--- config.mk ---
export PLATFORM = sky130hd
export DESIGN_NAME = alarm_annunciator
export DESIGN_NICKNAME = d
export VERILOG_FILES = /design/src/rtl/home_alarm_pkg.sv /design/src/rtl/siren_pattern_gen.sv /design/src/rtl/alarm_annunciator.sv
export SDC_FILE = /design/constraint.sdc
export NUM_CORES = 1
export LEC_CHECK = 0
export ABC_AREA = 1
export BUFFER_PORTS_ARGS = -buffer_cell sky130_fd_sc_hd__buf_2
export CORE_MARGIN = 4
export CORE_UTILIZATION = 50
export DETAILED_ROUTE_END_ITERATION = 8
export GPL_TIMING_DRIVEN = 0
export PLACE_DENSITY_LB_ADDON = 0.08
export SLEW_MARGIN = 25
export SYNTH_ARGS = -nofsm -noshare
export SYNTH_HDL_FRONTEND = slang
export SYNTH_SLANG_ARGS = --single-unit
--- constraint.sdc ---
create_clock -name clk -period 5.5 [get_ports clk]
set_clock_uncertainty 0.05 [all_clocks]
set_input_delay 1.1 -clock clk [delete_from_list [all_inputs] [get_ports clk]]
set_output_delay 1.1 -clock clk [all_outputs]
set_load 0.005 [all_outputs]
--- src/rtl/home_alarm_pkg.sv ---
// Shared types and constants for the home-alarm annunciator: FSM states,
// alarm bit positions, alert codes and siren drive modes.
package home_alarm_pkg;

    typedef enum logic [1:0] {IDLE, ALERT, ACKED, ESCALATED} state_e;
    typedef enum logic [1:0] {SIREN_OFF, SIREN_CONT, SIREN_PULSE} siren_mode_e;

    localparam int FIRE_BIT = 2;
    localparam int BURG_BIT = 1;
    localparam int RAIN_BIT = 0;

    localparam logic [1:0] CODE_NONE = 2'd0;
    localparam logic [1:0] CODE_RAIN = 2'd1;
    localparam logic [1:0] CODE_BURG = 2'd2;
    localparam logic [1:0] CODE_FIRE = 2'd3;

    function automatic logic [1:0] alert_code_of(input logic [2:0] lat);
        if (lat[FIRE_BIT])      return CODE_FIRE;
        else if (lat[BURG_BIT]) return CODE_BURG;
        else if (lat[RAIN_BIT]) return CODE_RAIN;
        else                    return CODE_NONE;
    endfunction

    // Only the sounding states drive the siren; fire outranks the burglar beep.
    function automatic siren_mode_e siren_mode_of(input state_e st, input logic [2:0] lat);
        if (st != ALERT && st != ESCALATED) return SIREN_OFF;
        else if (lat[FIRE_BIT])             return SIREN_CONT;
        else if (lat[BURG_BIT])             return SIREN_PULSE;
        else                                return SIREN_OFF;
    endfunction

endpackage

--- src/rtl/siren_pattern_gen.sv ---
// Siren waveform generator: off, continuous, or a square wave of period
// 2*BEEP_HALF that always begins with a high half when the pulse mode starts.
module siren_pattern_gen
    import home_alarm_pkg::*;
#(
    parameter int BEEP_HALF = 50
) (
    input  logic       clk,
    input  logic       reset,
    input  logic       restart,
    input  logic [1:0] mode,
    output logic       siren
);

    localparam int CW = (BEEP_HALF > 1) ? $clog2(BEEP_HALF) : 1;
    localparam logic [CW-1:0] LAST = CW'(BEEP_HALF - 1);

    logic [CW-1:0] cnt_q, cnt_d;
    logic          siren_q, siren_d;
    logic          pulsed_q;

    always_comb begin
        cnt_d   = '0;
        siren_d = 1'b0;
        case (siren_mode_e'(mode))
            SIREN_CONT: siren_d = 1'b1;
            SIREN_PULSE: begin
                if (restart || !pulsed_q) begin
                    siren_d = 1'b1;
                end else if (cnt_q == LAST) begin
                    siren_d = ~siren_q;
                end else begin
                    siren_d = siren_q;
                    cnt_d   = cnt_q + 1'b1;
                end
            end
            default: ;
        endcase
    end

    always_ff @(posedge clk) begin
        if (reset) begin
            cnt_q    <= '0;
            siren_q  <= 1'b0;
            pulsed_q <= 1'b0;
        end else begin
            cnt_q    <= cnt_d;
            siren_q  <= siren_d;
            pulsed_q <= (mode == SIREN_PULSE);
        end
    end

    assign siren = siren_q;

endmodule

--- src/rtl/alarm_annunciator.sv ---
// Alarm annunciator: latches {fire, burglar, rain} events, drives siren and
// strobe, handles acknowledge and escalates unacknowledged fire/burglar alarms.
module alarm_annunciator
    import home_alarm_pkg::*;
#(
    parameter int ESC_CYCLES = 1000,
    parameter int BEEP_HALF  = 50
) (
    input  logic       clk,
    input  logic       reset,
    input  logic [2:0] alarms,
    input  logic       armed,
    input  logic       ack,
    output logic       siren,
    output logic       strobe,
    output logic       dial_out,
    output logic [1:0] alert_code,
    output logic [2:0] latched
);

    localparam int EW = $clog2(ESC_CYCLES);
    localparam logic [EW-1:0] ESC_LAST = EW'(ESC_CYCLES - 1);

    state_e      state_q, state_d;
    logic [2:0]  latched_q, latched_d;
    logic [2:0]  prev_q;
    logic [EW-1:0] esc_q, esc_d, esc_inc;
    logic        dial_q, dial_d;
    logic        strobe_q, strobe_d;
    logic        restart;
    logic [1:0]  siren_mode;
    logic [2:0]  eff, rise;

    assign eff     = alarms & {1'b1, armed, 1'b1};
    assign rise    = eff & ~prev_q;
    assign esc_inc = (esc_q == ESC_LAST) ? esc_q : esc_q + 1'b1;

    always_ff @(posedge clk) begin
        if (reset) begin
            state_q   <= IDLE;
            latched_q <= '0;
            prev_q    <= '0;
            esc_q     <= '0;
            dial_q    <= 1'b0;
            strobe_q  <= 1'b0;
        end else begin
            state_q   <= state_d;
            latched_q <= latched_d;
            prev_q    <= eff;
            esc_q     <= esc_d;
            dial_q    <= dial_d;
            strobe_q  <= strobe_d;
        end
    end

    always_comb begin
        state_d   = state_q;
        latched_d = latched_q | eff;
        esc_d     = esc_q;
        restart   = 1'b0;
        case (state_q)
            IDLE: begin
                if (|eff) begin
                    state_d = ALERT;
                    esc_d   = '0;
                    restart = 1'b1;
                end
            end
            ALERT: begin
                esc_d = esc_inc;
                if (|rise) begin
                    esc_d = '0;
                end else if (ack) begin
                    state_d = ACKED;
                end else if (esc_inc == ESC_LAST &&
                             (latched_d[FIRE_BIT] || latched_d[BURG_BIT])) begin
                    state_d = ESCALATED;
                end
            end
            ACKED: begin
                // Bits no longer asserted drop out; (latched | eff) & eff == eff.
                latched_d = eff;
                if (|rise) begin
                    state_d = ALERT;
                    esc_d   = '0;
                    restart = 1'b1;
                end else if (latched_d == '0) begin
                    state_d = IDLE;
                end
            end
            ESCALATED: begin
                if (ack) state_d = ACKED;
            end
            default: state_d = IDLE;
        endcase
    end

    always_comb begin
        dial_d     = (state_q == ALERT) && (state_d == ESCALATED);
        strobe_d   = (state_d != IDLE) && (|latched_d);
        siren_mode = siren_mode_of(state_d, latched_d);
    end

    siren_pattern_gen #(.BEEP_HALF(BEEP_HALF)) u_siren (
        .clk     (clk),
        .reset   (reset),
        .restart (restart),
        .mode    (siren_mode),
        .siren   (siren)
    );

    assign strobe     = strobe_q;
    assign dial_out   = dial_q;
    assign latched    = latched_q;
    assign alert_code = alert_code_of(latched_q);

endmodule

Word level (Yosys, flattened, before mapping)
Cells that the tools add are included.
Storage, ports and cells
  bits in registers: 28
  input port bits: 7
  logic and storage cells: 73
Cells by class
  add/sub/neg operators: 2
  eq/ne operators: 14
  muxes and demuxes: 26
  bitwise operators: 6
  reduce and logical (&&, ||, !) cells: 16
Operator list (count)
  $mux 10: 4
  $pmux 10 s3: 1
  $mux 2: 12
  $eq 10x10->1 const B: 2
  $add 10x1->10 const B: 1
  $reduce_or 3->1: 3
  $eq 2x2->1 const B: 4
  $pmux 2 s4: 1
  $add 6x1->6 const B: 1
  $and 3x3->3: 2
  $eq 6x6->1 const B: 1
  $ne 2x2->1 const B: 3
  $mux 1: 5
  $eq 2x1->1 const B: 2
  $logic_and 1x1->1: 4
  $pmux 1 s2: 2
  $reduce_or 4->1: 1
  $logic_not 3->1: 1
  $mux 3: 1
  $ne 3x1->1 const B: 1
  $not 3->3: 1
  $or 3x3->3: 1
  $reduce_and 3->1: 1
  $reduce_bool 3->1: 1
  other kinds (6): 8

Depth between registers and ports, before layout
  word-level depth: 14
  mapped depth: 17

By module
Synthesis repeated with hierarchy kept, for this count alone.
Unflattened totals
  cell total of the unflattened synthesis: 231
  area total of the unflattened synthesis: 1584.0 µm²
Modules (own cells, without submodules)
  alarm_annunciator: instances 1, cells each 178, area each 1151.1 µm², seq. area each 400.4 µm²
  siren_pattern_gen: instances 1, cells each 53, area each 432.9 µm², seq. area each 160.2 µm²

Worst setup path after synthesis
No wires, ideal clock.
  path type: input port to flip-flop
  start: in alarms[2]
  end: reg u_siren.siren_q (netlist: u_siren.siren)
  library setup time: 0.115 ns
  arrival: 2.220 ns
  required time: 5.335 ns
  setup slack: 3.116 ns
  stages: 10
  buffers on the path: 0
  cell sequence: inv_1 nor2_1 nor3_1 nor2_1 inv_1 nand3_1 nor3_1 a21oi_1 a21oi_1 nor2_1
On the way
  cells in the longest elaborated chain, start to end: 13
  elaborated cells between the ends (all ways): 30
  classes of those cells: eq/ne (5); mux (15); bitwise (3); reduce/logical (7)
RTL lines
  start, declared: line alarm_annunciator.sv:11  | input logic [2:0] alarms,
  $and 3x3->3 (*): line alarm_annunciator.sv:34  | assign eff = alarms & {1'b1, armed, 1'b1};
  $or 3x3->3: line alarm_annunciator.sv:58  | latched_d = latched_q | eff;
  $logic_or 1x1->1: line alarm_annunciator.sv:76  | (latched_d[FIRE_BIT] || latched_d[BURG_BIT])) begin
  $logic_and 1x1->1: line alarm_annunciator.sv:75  | end else if (esc_inc == ESC_LAST &&
  $mux 2: line alarm_annunciator.sv:75
  $mux 2: line alarm_annunciator.sv:73  | end else if (ack) begin
  $mux 2: line alarm_annunciator.sv:71  | if (|rise) begin
  $pmux 2 s4: line alarm_annunciator.sv:61  | case (state_q)
  $ne 2x1->1 / $ne 2x2->1 (equally long branches): line home_alarm_pkg.sv:26  | if (st != ALERT && st != ESCALATED) return SIREN_OFF;
  $logic_and 1x1->1: line home_alarm_pkg.sv:26
  $mux 2: line home_alarm_pkg.sv:26
  $eq 2x2->1 / $eq 2x1->1 (equally long branches): line siren_pattern_gen.sv:25  | case (siren_mode_e'(mode))
  $pmux 1 s2 / $ne 3x1->1 (equally long branches)
  end signal, assigned: line siren_pattern_gen.sv:48  | siren_q <= siren_d;
  end, declared: line siren_pattern_gen.sv:19  | logic siren_q, siren_d;
Every way passes the cells marked *; elsewhere a longest branch is shown, timed or not.
A chain may end at the register's enable or synchronous reset.

Final worst setup path
  start: in alarms[2]
  end: reg u_siren.cnt_q[0]
On the way
  cells in the longest elaborated chain, start to end: 14
  elaborated cells between the ends (all ways): 28
  classes of those cells: eq/ne (3); mux (13); bitwise (4); reduce/logical (8)
RTL lines
  $and 3x3->3 (*): line alarm_annunciator.sv:34
  $or 3x3->3: line alarm_annunciator.sv:58
  $logic_or 1x1->1: line alarm_annunciator.sv:76
  $logic_and 1x1->1: line alarm_annunciator.sv:75
  $mux 2: line alarm_annunciator.sv:75
  $mux 2: line alarm_annunciator.sv:73
  $mux 2: line alarm_annunciator.sv:71
  $pmux 2 s4: line alarm_annunciator.sv:61
  $ne 2x1->1 / $ne 2x2->1 (equally long branches): line home_alarm_pkg.sv:26
  $logic_and 1x1->1: line home_alarm_pkg.sv:26
  $mux 2: line home_alarm_pkg.sv:26
  $eq 2x2->1: line siren_pattern_gen.sv:25
  $not 1->1 (no line)
  $reduce_or 4->1 (no line) (*)
  end signal, assigned: line siren_pattern_gen.sv:47  | cnt_q <= cnt_d;
  end, declared: line siren_pattern_gen.sv:18  | logic [CW-1:0] cnt_q, cnt_d;
Marks and branches as above.

==> flow_metrics.tcl <==
set metrics [dict create \
    async_flop_share_pct 0 \
    final_common_cell "nand2_1" \
    switching_share_pct 25.3 \
    syn_avg_cell_area_um2 6.63 \
    syn_nets 233 \
    peakVddDrop_mv 0.150 \
    routedWlPerCell_um 10.5 \
    synth_top_cells_by_area "dfxtp_1 (38%), nand2_1 (15%), nor2_1 (8.6%), inv_1 (7.4%), a21oi_1 (5.8%)" \
    synth_cells 223 \
    crit_path_end_kind "register" \
    yosysWarningCount 0 \
    initial_core_util_pct 53.2 \
    synth_flop_cell "dfxtp_1" \
    period_needed_ns 2.42 \
    row_count 19 \
    synth_edf_count 0 \
    grt_first_pass_wirelength_um 5130 \
    vias 1342 \
    cp.arrival_ns 2.65 \
    grt_usage_pct 15.5 \
    most-common-layout-cells "nand2_1 (58), nor2_1 (34), inv_1 (29), dfxtp_1 (28)" \
    drc 0 \
    final-setup-viol-count 0 \
    postCtsHoldBufs 0 \
    cts_resized 0 \
    fin_nets 251 \
    synth.largest_area_cell "dfxtp_1" \
    combPwrFrac_pct 11.0 \
    drive_above_1_share_pct 12.9 \
    cts_setup_buffers 0 \
    crit_fanout 6 \
    post-dp-hpwl_um 2150 \
    ys_seq_area_share_pct 37.9 \
    die_h_um 62.4 \
    io_buffers 13 \
    clock_sinks 28 \
    grt_pass1_vias 1255 \
    clk_path_buf_depth 2 \
    powerDensity_nw_per_um2 218 \
    drtIter0Drc 56 \
    grt_setup_unrepaired "false" \
    synth-seq-cells 28 \
    place.gp.congestion 0.796 \
    first_pass_iters 4 \
    cp.required_ns 5.73 \
    worst_setup_path_start_kind "input pin" \
    yosysUniqueCellTypes 26 \
    p_clk_share_pct 28.6 \
    cts_tree "yes" \
    internal-power_uw 264 \
    synth_top_area_share_pct 37.9 \
    finalSetupTns_ns 0 \
    antenna_found_initial 0 \
    grt_start_max_net_pins 16 \
    cap_violations 0 \
    area_growth_pct 9.48 \
    postRouteAntennaNets 0 \
    core_area_um2 2780 \
    numCtsBuffers 3 \
    clk_latency_ns 0.33 \
    maxSlewHeadroom_pct 68.0 \
    ios 15 \
    grt_overflow 0 \
    netlist_area_um2 1480 \
    n_antenna_cell 0 \
    pwr-share-seq_pct 60.4 \
    status "completed" \
    tightest_slew_ns 0.481 \
    period_share_pct 44.0 \
    routed_wl_um 2830 \
    clk_pin_slew_ns 0.15 \
    worst-setup-path-type "input pin to register" \
    p_sw_uw 89.3 \
    fp.dieArea_um2 3890 \
    max_freq_mhz 413 \
    vias_per_cell 4.95 \
    stdcell_count 271 \
    p_leak_uw 0.000691 \
    h-tree-depth 1 \
    min_path_type "register to register" \
    hold_viol 0 \
    die_w_um 62.4 \
    dp_cells 267 \
    maxSlewViolCount 0 \
    cts-root-buf "clkbuf_4" \
]
## critical path, cell delays in order
cell,delay (ns)
buf_2,0.10
inv_1,0.10
nor2_1,0.05
nor3_1,0.40
nor2_1,0.07
inv_1,0.08
nand3_1,0.08
nor3_1,0.33
nand3_2,0.20
nor2_1,0.12
## logic make-up after synthesis
family	share of synthesized area [%]
DFF	37.9
buffers and inverters	9.47
AOI/OAI and AO/OA	8.46
adders and majority gates	2.54
xor gates and xnor gates	5.33
and+or+nand+nor	36.3
## per-layer routing
metal  vias to the layer above  GRT usage [%]  part of all wire, %
met5                         -              0                    0
met4                         0           3.98                  1.0
met3                         4           2.70                  1.8
met2                         9           25.9                   45
met1                       601           20.5                   52
li1                        728              -                    -
## cells in the mapped netlist (3+ instances only)
library cell	instances
nor2_2	5
nand2_1	58
xor2_1	5
dfxtp_1	28
xnor2_1	4
o21ai_0	3
a21oi_1	17
inv_1	29
ha_1	3
nor2_1	34
nand3_1	17
## final timing paths
kind / cells after the start / endpoint / slack (ns) / startpoint
setup / recovery: 10 / u_siren.cnt_q[0] / 3.08 / alarms[2]
hold / removal: 1 / u_siren.cnt_q[0] / 0.45 / u_siren.cnt_q[0]
setup reg to reg: 14 / u_siren.cnt_q[0] / 3.36 / esc_q[0]
hold reg to reg: 1 / u_siren.cnt_q[0] / 0.45 / u_siren.cnt_q[0]
## sequential cells by signal, summed over array words and instances (netlist names)
name and flops:
dial_out 1, latched 3, u_siren.siren 1, prev_q 3, strobe 1, esc_q 10, u_siren.pulsed_q 1, state_q 2
u_siren.cnt_q 6
## layout make-up
type / count / area [µm²]
inverters: 31 / 116
clock buffers: 4 / 36.3
well taps: 31 / 38.8
plain buffers: 4 / 23.8
repair buffers: 13 / 65.1
fillers: 301 / 1160
flip-flops and latches: 28 / 561
multi-input cells: 160 / 778
## power groups by stage
stage	Sequential (µW)	Clock, µW	Combinational, µW
final	213	101	38.9
after global routing	214	112	45.1
after CTS	213	104	39.5
after detailed placement	218	0	39.4
after global placement	218	0	39.2
after floorplan	217	0	26.0
## through the flow
step	cell area, µm²	worst slack, ns	utilization (%)	hold WS (ns)	total power, µW
after global placement	1580	2.76	56.9	0.404	257
after CTS	1620	3.08	58.2	0.449	357
after detailed placement	1580	2.74	56.9	0.412	257
after global routing	1620	2.83	58.2	0.491	371
final	1620	3.08	58.2	0.446	353
after floorplan	1480	3.12	-	0.383	243
No activity file was read; power rests on OpenSTA's default activity.
